`config.mk`:
```
export PLATFORM = sky130hd
export DESIGN_NAME = fractal_sync_node_flat
export DESIGN_NICKNAME = d
export VERILOG_FILES = /design/src/rtl/magia_tile_pkg.sv /design/src/rtl/fractal_if.sv /design/src/rtl/fractal_sync_node_ch.sv /design/src/rtl/fractal_sync_node.sv /design/src/flat_wrapper.sv
export SDC_FILE = /design/constraint.sdc
export NUM_CORES = 1
export LEC_CHECK = 0
export CAP_MARGIN = 20
export CORE_MARGIN = 4
export CORE_UTILIZATION = 54
export CTS_BUF_LIST = sky130_fd_sc_hd__clkbuf_16
export DETAILED_ROUTE_END_ITERATION = 12
export GPL_TIMING_DRIVEN = 0
export HOLD_SLACK_MARGIN = 0.03
export PLACE_DENSITY = 0.83
export SETUP_SLACK_MARGIN = 0.1
export SLEW_MARGIN = 20
export SYNTH_ARGS = -nofsm -noshare
export SYNTH_HDL_FRONTEND = slang
export SYNTH_HIERARCHICAL = 1
export SYNTH_SLANG_ARGS = --single-unit
```
`constraint.sdc`:
```
create_clock -name clk_i -period 3.1 [get_ports clk_i]
set_clock_uncertainty 0.15 [all_clocks]
set_input_delay 0.62 -clock clk_i [delete_from_list [all_inputs] [get_ports clk_i]]
set_output_delay 0.62 -clock clk_i [all_outputs]
set_load 0.05 [all_outputs]
```
`src/rtl/magia_tile_pkg.sv`:
```
// Shared types and constants for the fractal barrier-synchronisation tree.
package magia_tile_pkg;

  localparam int FSYNC_LVL_W    = 3;
  localparam int FSYNC_NODE_LVL = 1;

  typedef enum logic [1:0] {
    NODE_IDLE,
    NODE_FWD,
    NODE_WAIT_UP,
    NODE_WAKE
  } fsync_node_state_e;

  function automatic logic fsync_lvl_illegal(input int lvl, input int node_lvl, input int max_lvl);
    return (lvl == 0) || (lvl < node_lvl) || (lvl > max_lvl);
  endfunction

endpackage

```
`src/rtl/fractal_if.sv`:
```
// Barrier handshake between a tree node and one neighbour (child or parent).
interface fractal_if #(
  parameter int LVL_W = magia_tile_pkg::FSYNC_LVL_W
);
  logic             sync;
  logic [LVL_W-1:0] lvl;
  logic             ack;
  logic             wake;
  logic             error;

  modport mst_port (output sync, lvl, ack, input wake, error);
  modport slv_port (input sync, lvl, ack, output wake, error);
endinterface

```
`src/rtl/fractal_sync_node_ch.sv`:
```
// Per-child request latch, level legality check and wake/ack tracker.
module fractal_sync_node_ch
  import magia_tile_pkg::*;
#(
  parameter int LVL_W    = FSYNC_LVL_W,
  parameter int NODE_LVL = FSYNC_NODE_LVL,
  parameter int MAX_LVL  = 2**LVL_W-1
) (
  input  logic             clk_i,
  input  logic             rst_ni,
  input  logic             clear_i,
  input  logic             sync_i,
  input  logic [LVL_W-1:0] lvl_i,
  input  logic             ack_i,
  input  logic             wake_set_i,
  input  logic             wake_err_i,
  output logic             pend_o,
  output logic [LVL_W-1:0] lvl_o,
  output logic             done_o,
  output logic             wake_o,
  output logic             err_o
);

  logic             pend_q, pend_d;
  logic [LVL_W-1:0] lvl_q, lvl_d;
  logic             wake_q, wake_d;
  logic             err_q, err_d;
  logic             busy, illegal, accept;

  assign busy    = pend_q | wake_q;
  assign illegal = fsync_lvl_illegal(32'(lvl_i), NODE_LVL, MAX_LVL);
  assign accept  = sync_i & ~busy;

  // Effective view includes a legal request arriving this cycle, so the node
  // can pair it with the other child without waiting for the latch.
  assign pend_o = pend_q | (accept & ~illegal);
  assign lvl_o  = pend_q ? lvl_q : lvl_i;
  assign done_o = ~wake_q | ack_i;
  assign wake_o = wake_q;
  assign err_o  = err_q;

  always_comb begin
    pend_d = pend_q;
    lvl_d  = lvl_q;
    wake_d = wake_q;
    err_d  = err_q;
    if (wake_q && ack_i) begin
      wake_d = 1'b0;
      err_d  = 1'b0;
    end
    if (accept) begin
      if (illegal) begin
        wake_d = 1'b1;
        err_d  = 1'b1;
      end else begin
        pend_d = 1'b1;
        lvl_d  = lvl_i;
      end
    end
    if (wake_set_i) begin
      pend_d = 1'b0;
      wake_d = 1'b1;
      err_d  = wake_err_i;
    end
  end

  always_ff @(posedge clk_i or negedge rst_ni) begin
    if (!rst_ni) begin
      pend_q <= 1'b0;
      lvl_q  <= '0;
      wake_q <= 1'b0;
      err_q  <= 1'b0;
    end else if (clear_i) begin
      pend_q <= 1'b0;
      lvl_q  <= '0;
      wake_q <= 1'b0;
      err_q  <= 1'b0;
    end else begin
      pend_q <= pend_d;
      lvl_q  <= lvl_d;
      wake_q <= wake_d;
      err_q  <= err_d;
    end
  end

  // A child must not re-sync while its previous request is still open.
  a_no_sync_while_busy: assert property (@(posedge clk_i) disable iff (!rst_ni) !(sync_i && busy));

endmodule

```
`src/rtl/fractal_sync_node.sv`:
```
// Two-child barrier node: pairs child requests, resolves locally or forwards up.
module fractal_sync_node
  import magia_tile_pkg::*;
#(
  parameter int LVL_W    = magia_tile_pkg::FSYNC_LVL_W,
  parameter int NODE_LVL = magia_tile_pkg::FSYNC_NODE_LVL,
  parameter int MAX_LVL  = 2**LVL_W-1
) (
  input  logic          clk_i,
  input  logic          rst_ni,
  input  logic          clear_i,
  fractal_if.slv_port   ch0_if_i,
  fractal_if.slv_port   ch1_if_i,
  fractal_if.mst_port   up_if_o
);

  localparam logic [LVL_W-1:0] NODE_LVL_L = LVL_W'(NODE_LVL);

  fsync_node_state_e state_q, state_d;
  logic [LVL_W-1:0]  lvl_q, lvl_d;
  logic              from_up_q, from_up_d;
  logic              up_ack_q, up_ack_d;
  logic              wake_set, wake_err;

  logic             pend0, pend1, done0, done1;
  logic [LVL_W-1:0] lvl0, lvl1;
  logic             wake0, wake1, err0, err1;

  fractal_sync_node_ch #(.LVL_W(LVL_W), .NODE_LVL(NODE_LVL), .MAX_LVL(MAX_LVL)) u_ch0 (
    .clk_i      (clk_i),
    .rst_ni     (rst_ni),
    .clear_i    (clear_i),
    .sync_i     (ch0_if_i.sync),
    .lvl_i      (ch0_if_i.lvl),
    .ack_i      (ch0_if_i.ack),
    .wake_set_i (wake_set),
    .wake_err_i (wake_err),
    .pend_o     (pend0),
    .lvl_o      (lvl0),
    .done_o     (done0),
    .wake_o     (wake0),
    .err_o      (err0)
  );

  fractal_sync_node_ch #(.LVL_W(LVL_W), .NODE_LVL(NODE_LVL), .MAX_LVL(MAX_LVL)) u_ch1 (
    .clk_i      (clk_i),
    .rst_ni     (rst_ni),
    .clear_i    (clear_i),
    .sync_i     (ch1_if_i.sync),
    .lvl_i      (ch1_if_i.lvl),
    .ack_i      (ch1_if_i.ack),
    .wake_set_i (wake_set),
    .wake_err_i (wake_err),
    .pend_o     (pend1),
    .lvl_o      (lvl1),
    .done_o     (done1),
    .wake_o     (wake1),
    .err_o      (err1)
  );

  assign ch0_if_i.wake  = wake0;
  assign ch0_if_i.error = err0;
  assign ch1_if_i.wake  = wake1;
  assign ch1_if_i.error = err1;

  assign up_if_o.sync = (state_q == NODE_FWD);
  assign up_if_o.lvl  = (state_q == NODE_FWD) ? lvl_q : '0;
  assign up_if_o.ack  = up_ack_q;

  always_comb begin
    state_d   = state_q;
    lvl_d     = lvl_q;
    from_up_d = from_up_q;
    up_ack_d  = 1'b0;
    wake_set  = 1'b0;
    wake_err  = 1'b0;
    case (state_q)
      NODE_IDLE: begin
        if (pend0 && pend1) begin
          if (lvl0 != lvl1) begin
            wake_set  = 1'b1;
            wake_err  = 1'b1;
            from_up_d = 1'b0;
            state_d   = NODE_WAKE;
          end else if (lvl0 == NODE_LVL_L) begin
            wake_set  = 1'b1;
            from_up_d = 1'b0;
            state_d   = NODE_WAKE;
          end else begin
            lvl_d   = lvl0;
            state_d = NODE_FWD;
          end
        end
      end
      NODE_FWD: state_d = NODE_WAIT_UP;
      NODE_WAIT_UP: begin
        if (up_if_o.wake) begin
          wake_set  = 1'b1;
          wake_err  = up_if_o.error;
          from_up_d = 1'b1;
          state_d   = NODE_WAKE;
        end
      end
      NODE_WAKE: begin
        // The parent is only acked for barriers it actually released.
        if (done0 && done1) begin
          up_ack_d = from_up_q;
          state_d  = NODE_IDLE;
        end
      end
      default: state_d = NODE_IDLE;
    endcase
  end

  always_ff @(posedge clk_i or negedge rst_ni) begin
    if (!rst_ni) begin
      state_q   <= NODE_IDLE;
      lvl_q     <= '0;
      from_up_q <= 1'b0;
      up_ack_q  <= 1'b0;
    end else if (clear_i) begin
      state_q   <= NODE_IDLE;
      lvl_q     <= '0;
      from_up_q <= 1'b0;
      up_ack_q  <= 1'b0;
    end else begin
      state_q   <= state_d;
      lvl_q     <= lvl_d;
      from_up_q <= from_up_d;
      up_ack_q  <= up_ack_d;
    end
  end

endmodule
```
`src/flat_wrapper.sv`:
```
// flat-port wrapper written by rule: the top's interface ports become plain ports
module fractal_sync_node_flat import magia_tile_pkg::*;
#(
  parameter int LVL_W    = magia_tile_pkg::FSYNC_LVL_W,
  parameter int NODE_LVL = magia_tile_pkg::FSYNC_NODE_LVL,
  parameter int MAX_LVL  = 2**LVL_W-1
)
  (clk_i, rst_ni, clear_i, ch0_if_i_sync, ch0_if_i_lvl, ch0_if_i_ack, ch0_if_i_wake, ch0_if_i_error, ch1_if_i_sync, ch1_if_i_lvl, ch1_if_i_ack, ch1_if_i_wake, ch1_if_i_error, up_if_o_sync, up_if_o_lvl, up_if_o_ack, up_if_o_wake, up_if_o_error);
  fractal_if #(.LVL_W(LVL_W)) ch0_if_i_i ();
  fractal_if #(.LVL_W(LVL_W)) ch1_if_i_i ();
  fractal_if #(.LVL_W(LVL_W)) up_if_o_i ();
  input  logic clk_i;
  input  logic rst_ni;
  input  logic clear_i;
  input wire logic [$bits(ch0_if_i_i.sync)-1:0] ch0_if_i_sync;
  input wire logic [$bits(ch0_if_i_i.lvl)-1:0] ch0_if_i_lvl;
  input wire logic [$bits(ch0_if_i_i.ack)-1:0] ch0_if_i_ack;
  output wire logic [$bits(ch0_if_i_i.wake)-1:0] ch0_if_i_wake;
  output wire logic [$bits(ch0_if_i_i.error)-1:0] ch0_if_i_error;
  input wire logic [$bits(ch1_if_i_i.sync)-1:0] ch1_if_i_sync;
  input wire logic [$bits(ch1_if_i_i.lvl)-1:0] ch1_if_i_lvl;
  input wire logic [$bits(ch1_if_i_i.ack)-1:0] ch1_if_i_ack;
  output wire logic [$bits(ch1_if_i_i.wake)-1:0] ch1_if_i_wake;
  output wire logic [$bits(ch1_if_i_i.error)-1:0] ch1_if_i_error;
  output wire logic [$bits(up_if_o_i.sync)-1:0] up_if_o_sync;
  output wire logic [$bits(up_if_o_i.lvl)-1:0] up_if_o_lvl;
  output wire logic [$bits(up_if_o_i.ack)-1:0] up_if_o_ack;
  input wire logic [$bits(up_if_o_i.wake)-1:0] up_if_o_wake;
  input wire logic [$bits(up_if_o_i.error)-1:0] up_if_o_error;
  assign ch0_if_i_i.sync = ch0_if_i_sync;
  assign ch0_if_i_i.lvl = ch0_if_i_lvl;
  assign ch0_if_i_i.ack = ch0_if_i_ack;
  assign ch0_if_i_wake = ch0_if_i_i.wake;
  assign ch0_if_i_error = ch0_if_i_i.error;
  assign ch1_if_i_i.sync = ch1_if_i_sync;
  assign ch1_if_i_i.lvl = ch1_if_i_lvl;
  assign ch1_if_i_i.ack = ch1_if_i_ack;
  assign ch1_if_i_wake = ch1_if_i_i.wake;
  assign ch1_if_i_error = ch1_if_i_i.error;
  assign up_if_o_sync = up_if_o_i.sync;
  assign up_if_o_lvl = up_if_o_i.lvl;
  assign up_if_o_ack = up_if_o_i.ack;
  assign up_if_o_i.wake = up_if_o_wake;
  assign up_if_o_i.error = up_if_o_error;
  fractal_sync_node #(.LVL_W(LVL_W), .NODE_LVL(NODE_LVL), .MAX_LVL(MAX_LVL)) u_core (.clk_i(clk_i), .rst_ni(rst_ni), .clear_i(clear_i), .ch0_if_i(ch0_if_i_i), .ch1_if_i(ch1_if_i_i), .up_if_o(up_if_o_i));
endmodule
```
==> results of run 1 <==
[cell usage in the layout (no fill, tap or decap), types with 3 or more instances in the layout]
cell,count
dfrtp_1,19
ha_1,4
o21ai_1,5
o21ai_0,6
nor2_1,9
clkdlybuf4s50_1,23
nor2_2,3
nand2_1,11
a21oi_1,10
nand3_1,5
and2_1,4
mux2_2,6
clkbuf_16,3
nor3_1,7
nand2b_1,4
nor4_1,3
inv_1,6
[worst max-delay path by stage]
stage                         from                  to  slack, ns  cells after the start
2_1_floorplan  u_core/u_ch0/wake_o  u_core/u_ch0/err_o       0.86                      7
3_3_place_gp         ch1_if_i_sync  u_core/u_ch1/err_o       0.19                      9
3_5_place_dp         ch0_if_i_sync  u_core/u_ch1/err_o       0.15                      8
4_1_cts              ch1_if_i_sync  u_core/u_ch1/err_o       0.35                      8
5_1_grt              ch0_if_i_sync  u_core/u_ch1/err_o       0.12                      9
6_report             ch1_if_i_sync  u_core/u_ch1/err_o       0.30                      9
[cell type report]
cell class / instances / area [um2]
clock buffer: 3 / 75.1
buffer: 1 / 3.75
tap: 27 / 33.8
inverter: 5 / 18.8
clock inverter: 1 / 3.75
sequential: 19 / 475
timing repair buffer: 23 / 230
fill: 160 / 500
multi-input combinational: 107 / 701
[per-layer routing]
metal	vias to the layer above	GRT usage [%]	part of all wire, %
met5	-	0	0
met4	0	12.6	3.8
met3	13	4.56	6.1
met2	52	39.4	48
met1	498	27.7	42
li1	532	-	-
[where the power goes]
group | leakage (nW) | internal (mW) | switching, mW
combinational | 0.332 | 0.234 | 0.359
clock | 0.0423 | 0.172 | 0.0923
sequential | 0.257 | 0.301 | 0.0559
total | 0.631 | 0.706 | 0.508
[stage by stage]
step | setup slack (ns) | utilization, % | std cells
3_3_place_gp | 0.185 | 71.6 | 182
5_1_grt | 0.118 | 75.5 | 186
3_5_place_dp | 0.149 | 71.6 | 182
6_report | 0.298 | 75.5 | 186
2_1_floorplan | 0.860 | - | 132
4_1_cts | 0.354 | 75.5 | 186
[cell usage after synthesis (all sizes together)]
cell type,n
a21oi,11
nor3b,2
nor4,3
a311oi,1
a211oi,2
or2,3
o21a,2
nand3,5
nand2,12
o21ai,11
inv,5
nor2b,1
and2,4
o31ai,1
mux2,6
a21boi,2
xnor2,2
nand2b,5
ha,4
a31oi,2
xor2,2
or3b,2
o311ai,1
a21o,1
dfrtp,19
clkbuf,1
or3,1
nor2,12
nor3,7
nand3b,2
[worst max-delay path: stages]
cell and delay (ns):
clkdlybuf4s50_1 0.47, or3b_4 0.39, nor2_2 0.18, or2_1 0.14, nand3_1 0.18, o21ai_1 0.46
inv_1 0.12, nor2_1 0.13, a211oi_1 0.06
[registers in the layout (all words and copies together), names as in the netlist]
name / cells
u_core/up_if_o.ack: 1
u_core/u_ch0/err_o: 1
u_core/from_up_q: 1
u_core/state_q: 2
u_core/u_ch1/wake_o: 1
u_core/u_ch0/wake_o: 1
u_core/lvl_q: 3
u_core/u_ch0/lvl_q: 3
u_core/u_ch0/pend_q: 1
u_core/u_ch1/pend_q: 1
u_core/u_ch1/lvl_q: 3
u_core/u_ch1/err_o: 1
[logic make-up (layout without fill, tap and decap cells)]
family                     count (synthesis)  in the layout  synth area share, %
buffers and inverters                      6             33                 1.88
DFF                                       19             19                 39.7
muxes                                      6              6                 5.64
adders and majority gates                  4              4                 4.18
AOI/OAI and AO/OA                         34             34                 17.6
xor gates and xnor gates                   4              4                 2.92
and+or+nand+nor                           59             59                 28.1
==> impl_metrics.env, run 1 <==
export IMPL_status="finished, final reports clean"
export IMPL_synthesis_nets=151
export IMPL_syn_mean_instance_area_um2=9.08
export IMPL_vdd_drop_max_mv=0.536
export IMPL_clk_path_buf_depth=2
export IMPL_drc=0
export IMPL_synth_warnings=6
export IMPL_row_count=16
export IMPL_yosys_top_cells_area="dfrtp_1 40%, mux2_2 5.6%, a21oi_1 4.2%, ha_1 4.2%, nand2_1 3.4%"
export IMPL_finalInstanceArea_um2=1540
export IMPL_tightestPinTransition_ns=0.827
export IMPL_synth_yosys_seq_area_share_pct=39.7
export IMPL_required_ns=3.06
export IMPL_synthDistinctLibCells=36
export IMPL_drtIter0Drc=66
export IMPL_min_to="u_core/u_ch0/lvl_q[2]"
export IMPL_synth_top_area_share_pct=39.7
export IMPL_cts_resized=0
export IMPL_vias_per_cell=5.89
export IMPL_synth_area_um2=1200
export IMPL_gp_congestion=0.810
export IMPL_htree_num_levels=1
export IMPL_ant_nets=0
export IMPL_hold_buffers=0
export IMPL_synth_seq_cells=19
export IMPL_die_y_um=55.1
export IMPL_drive_gt1_share_pct=13.2
export IMPL_cts_setup_buffers=0
export IMPL_grt_max_degree=20
export IMPL_vias=1095
export IMPL_rr_worst_depth=8
export IMPL_cap_violations=0
export IMPL_worstPathMaxFanout=6
export IMPL_fin_setup_tns_ns=0
export IMPL_nNetsFinal=179
export IMPL_final_hold_viol_count=0
export IMPL_end_kind="flop"
export IMPL_cts_buffers=3
export IMPL_criticalPathCategory="in -> reg"
export IMPL_antenna_cells=0
export IMPL_rr_endpoint="u_core/u_ch1/err_o"
export IMPL_grt_pass1_wl_um=4850
export IMPL_area_growth_pct=28.6
export IMPL_hold_slack_ns=0.393
export IMPL_antenna_found_initial=0
export IMPL_finalCritPeriodShare_pct=90.4
export IMPL_cts_tree="done"
export IMPL_cts_sinks=19
export IMPL_grt_overflow=0
export IMPL_routedWlPerCell_um=15.7
export IMPL_finalMaxSlewViolations=0
export IMPL_period_minus_slack_ns=2.80
export IMPL_p_per_area_nw_per_um2=787
export IMPL_crit_path_start_kind="primary input"
export IMPL_p_leak_nw=0.631
export IMPL_grt_usage_pct=23.3
export IMPL_max_freq_ghz=0.357
export IMPL_routed_wl_um=2920
export IMPL_grt_pass1_vias=1057
export IMPL_setup_viol=0
export IMPL_design_die_area_um2=3040
export IMPL_synth_area_leader_cell="dfrtp_1"
export IMPL_coreArea_um2=2040
export IMPL_r2r_slack_ns=0.61
export IMPL_clock_latency_ns=0.25
export IMPL_cts_clk_slew_worst_paths_ns=0.05
export IMPL_die_x_um=55.1
export IMPL_hold_depth=2
export IMPL_power_mw=1.21
export IMPL_root_buffer="clkbuf_16"
export IMPL_dp_hpwl_um=2150
export IMPL_r2r_start="u_core/u_ch1/pend_q"
export IMPL_synthCells=132
export IMPL_port_buffers=23
export IMPL_ios=24
export IMPL_hold_class="reg -> reg"
export IMPL_initial_core_util_pct=58.7
export IMPL_dpl_cell_area_um2=1460
export IMPL_relSlewSlack_pct=44.7
export IMPL_hp_start="u_core/u_ch0/lvl_q[2]"
export IMPL_drtPass1Iterations=4
export IMPL_rsz0062_at_grt="false"
export IMPL_arrival_ns=2.76
(Power assumes the default switching activity.)
==> inputs of run 2 (changes only) <==
--- a/config.mk
+++ b/config.mk
@@ -6,6 +6,7 @@
 export NUM_CORES = 1
 export LEC_CHECK = 0
 export CAP_MARGIN = 20
+export CORE_ASPECT_RATIO = 0.9
 export CORE_MARGIN = 4
 export CORE_UTILIZATION = 54
 export CTS_BUF_LIST = sky130_fd_sc_hd__clkbuf_16
@@ -19,3 +20,4 @@
 export SYNTH_HDL_FRONTEND = slang
 export SYNTH_HIERARCHICAL = 1
 export SYNTH_SLANG_ARGS = --single-unit
+export TNS_END_PERCENT = 10
==> impl_metrics.env, run 2 (synthesis gave the netlist of run 1 again) <==
export IMPL_status="finished, final reports clean"
export IMPL_hold_buffers=0
export IMPL_comb_power_share_pct=48.3
export IMPL_antenna_cells=0
export IMPL_hold_depth=2
export IMPL_vdd_drop_max_mv=0.589
export IMPL_dp_hpwl_um=1990
export IMPL_min_to="u_core/up_if_o.ack"
export IMPL_cts_buffers=3
export IMPL_ant_nets=0
export IMPL_arrival_ns=2.73
export IMPL_final_common_cell="clkdlybuf4s50_1"
export IMPL_grt_pass1_vias=1059
export IMPL_cts_setup_buffers=0
export IMPL_port_buffers=23
export IMPL_seqPwrFrac_pct=30.0
export IMPL_rr_endpoint="u_core/u_ch0/err_o"
export IMPL_grt_usage_pct=19.9
export IMPL_drive_gt1_share_pct=13.2
export IMPL_vias=1083
export IMPL_rsz0062_at_grt="false"
export IMPL_finalMaxSlewViolations=0
export IMPL_cts_resized=0
export IMPL_p_leak_nw=0.631
export IMPL_hold_class="reg -> reg"
export IMPL_max_freq_ghz=0.366
export IMPL_p_switching_mw=0.483
export IMPL_p_per_area_nw_per_um2=771
export IMPL_tightestPinTransition_ns=0.852
export IMPL_period_minus_slack_ns=2.74
export IMPL_nNetsFinal=179
export IMPL_end_kind="flop"
export IMPL_clock_latency_ns=0.25
export IMPL_grt_overflow=0
export IMPL_final_hold_viol_count=0
export IMPL_antenna_found_initial=0
export IMPL_routedWlPerCell_um=14.8
export IMPL_grt_max_degree=20
export IMPL_p_clk_share_pct=21.7
export IMPL_regArea_um2=475
export IMPL_die_y_um=52.7
export IMPL_gp_congestion=0.857
export IMPL_p_int_mw=0.704
export IMPL_switching_share_pct=40.7
export IMPL_design_die_area_um2=3040
export IMPL_rr_worst_depth=7
export IMPL_ios=24
export IMPL_htree_num_levels=1
export IMPL_final_core_util_pct=76.6
export IMPL_grt_pass1_wl_um=4610
export IMPL_routed_wl_um=2720
export IMPL_clk_path_buf_depth=2
export IMPL_drc=0
export IMPL_setup_viol=0
export IMPL_r2r_start="u_core/u_ch0/pend_q"
export IMPL_criticalPathCategory="in -> reg"
export IMPL_area_growth_pct=28.4
export IMPL_coreArea_um2=2010
export IMPL_drtPass1Iterations=4
export IMPL_vias_per_cell=5.89
export IMPL_die_x_um=57.7
export IMPL_cts_sinks=19
export IMPL_final_cell_mix="23 x clkdlybuf4s50_1, 19 x dfrtp_1, 11 x nand2_1"
export IMPL_cap_violations=0
export IMPL_r2r_slack_ns=0.70
export IMPL_cts_tree="done"
export IMPL_finalCritPeriodShare_pct=88.2
export IMPL_fin_setup_tns_ns=0
export IMPL_required_ns=3.10
export IMPL_largestRegisters="u_core/lvl_q x3, u_core/u_ch0/lvl_q x3, u_core/u_ch1/lvl_q x3"
export IMPL_relSlewSlack_pct=43.0
export IMPL_initial_core_util_pct=59.7
export IMPL_worstPathMaxFanout=6
export IMPL_root_buffer="clkbuf_16"
export IMPL_crit_path_start_kind="primary input"
export IMPL_cts_clk_slew_worst_paths_ns=0.05
export IMPL_fillers=143
export IMPL_multi_input_area_um2=701
export IMPL_drtIter0Drc=14
export IMPL_row_count=15
export IMPL_hp_start="u_core/from_up_q"
run 2: cell counts in the layout (fill, tap and decap cells not counted):
No cell type changed its count.
run 2: power by group through the flow:
stage	registers [mW]	logic [mW]	clock network, mW
after floorplan	0.412	0.361	0
after global placement	0.355	0.550	0
after detailed placement	0.359	0.560	0
after CTS	0.355	0.572	0.262
after global routing	0.363	0.631	0.278
final	0.356	0.573	0.257
run 2: per-stage QoR:
step / hold WS (ns) / instance area (um2) / setup WS (ns) / cells / total power [mW]
after detailed placement: 0.377 / 1460 / 0.171 / 180 / 0.920
final: 0.393 / 1540 / 0.365 / 184 / 1.19
after global routing: 0.415 / 1540 / 0.182 / 184 / 1.27
after global placement: 0.377 / 1460 / 0.199 / 180 / 0.905
after floorplan: 0.174 / 1200 / 0.860 / 132 / 0.773
after CTS: 0.386 / 1540 / 0.402 / 184 / 1.19
run 2: layout make-up:
class | instances | share of cell area (%)
Tap cell | 25 | 2.03
Buffer | 1 | 0.244
Multi-Input combinational cell | 107 | 45.5
Timing Repair Buffer | 23 | 15.0
Sequential cell | 19 | 30.9
Clock buffer | 3 | 4.88
Inverter | 5 | 1.22
Clock inverter | 1 | 0.244
run 2: per-layer routing:
metal	global-route usage [%]	vias up	routed length, um
met2	35.5	41	1330
li1	-	525	-
met5	0	-	0
met3	5.42	0	177
met1	23.9	517	1210
met4	4.25	0	0
run 2: critical path, stage by stage:
cell,delay (ns)
clkdlybuf4s50_1,0.48
or3b_4,0.39
nor2_2,0.16
or2_1,0.14
nand3_1,0.16
o21ai_1,0.44
a21oi_1,0.08
a211oi_1,0.25
run 2: worst max path at each step:
stage,startpoint,end,depth (start not counted)
after floorplan,u_core/u_ch0/wake_o,u_core/u_ch0/err_o,7
after global placement,ch1_if_i_sync,u_core/u_ch0/err_o,9
after detailed placement,ch1_if_i_sync,u_core/u_ch0/err_o,9
after CTS,ch1_if_i_sync,u_core/u_ch0/err_o,8
after global routing,ch1_if_i_sync,u_core/u_ch0/err_o,9
final,ch1_if_i_sync,u_core/u_ch0/err_o,8
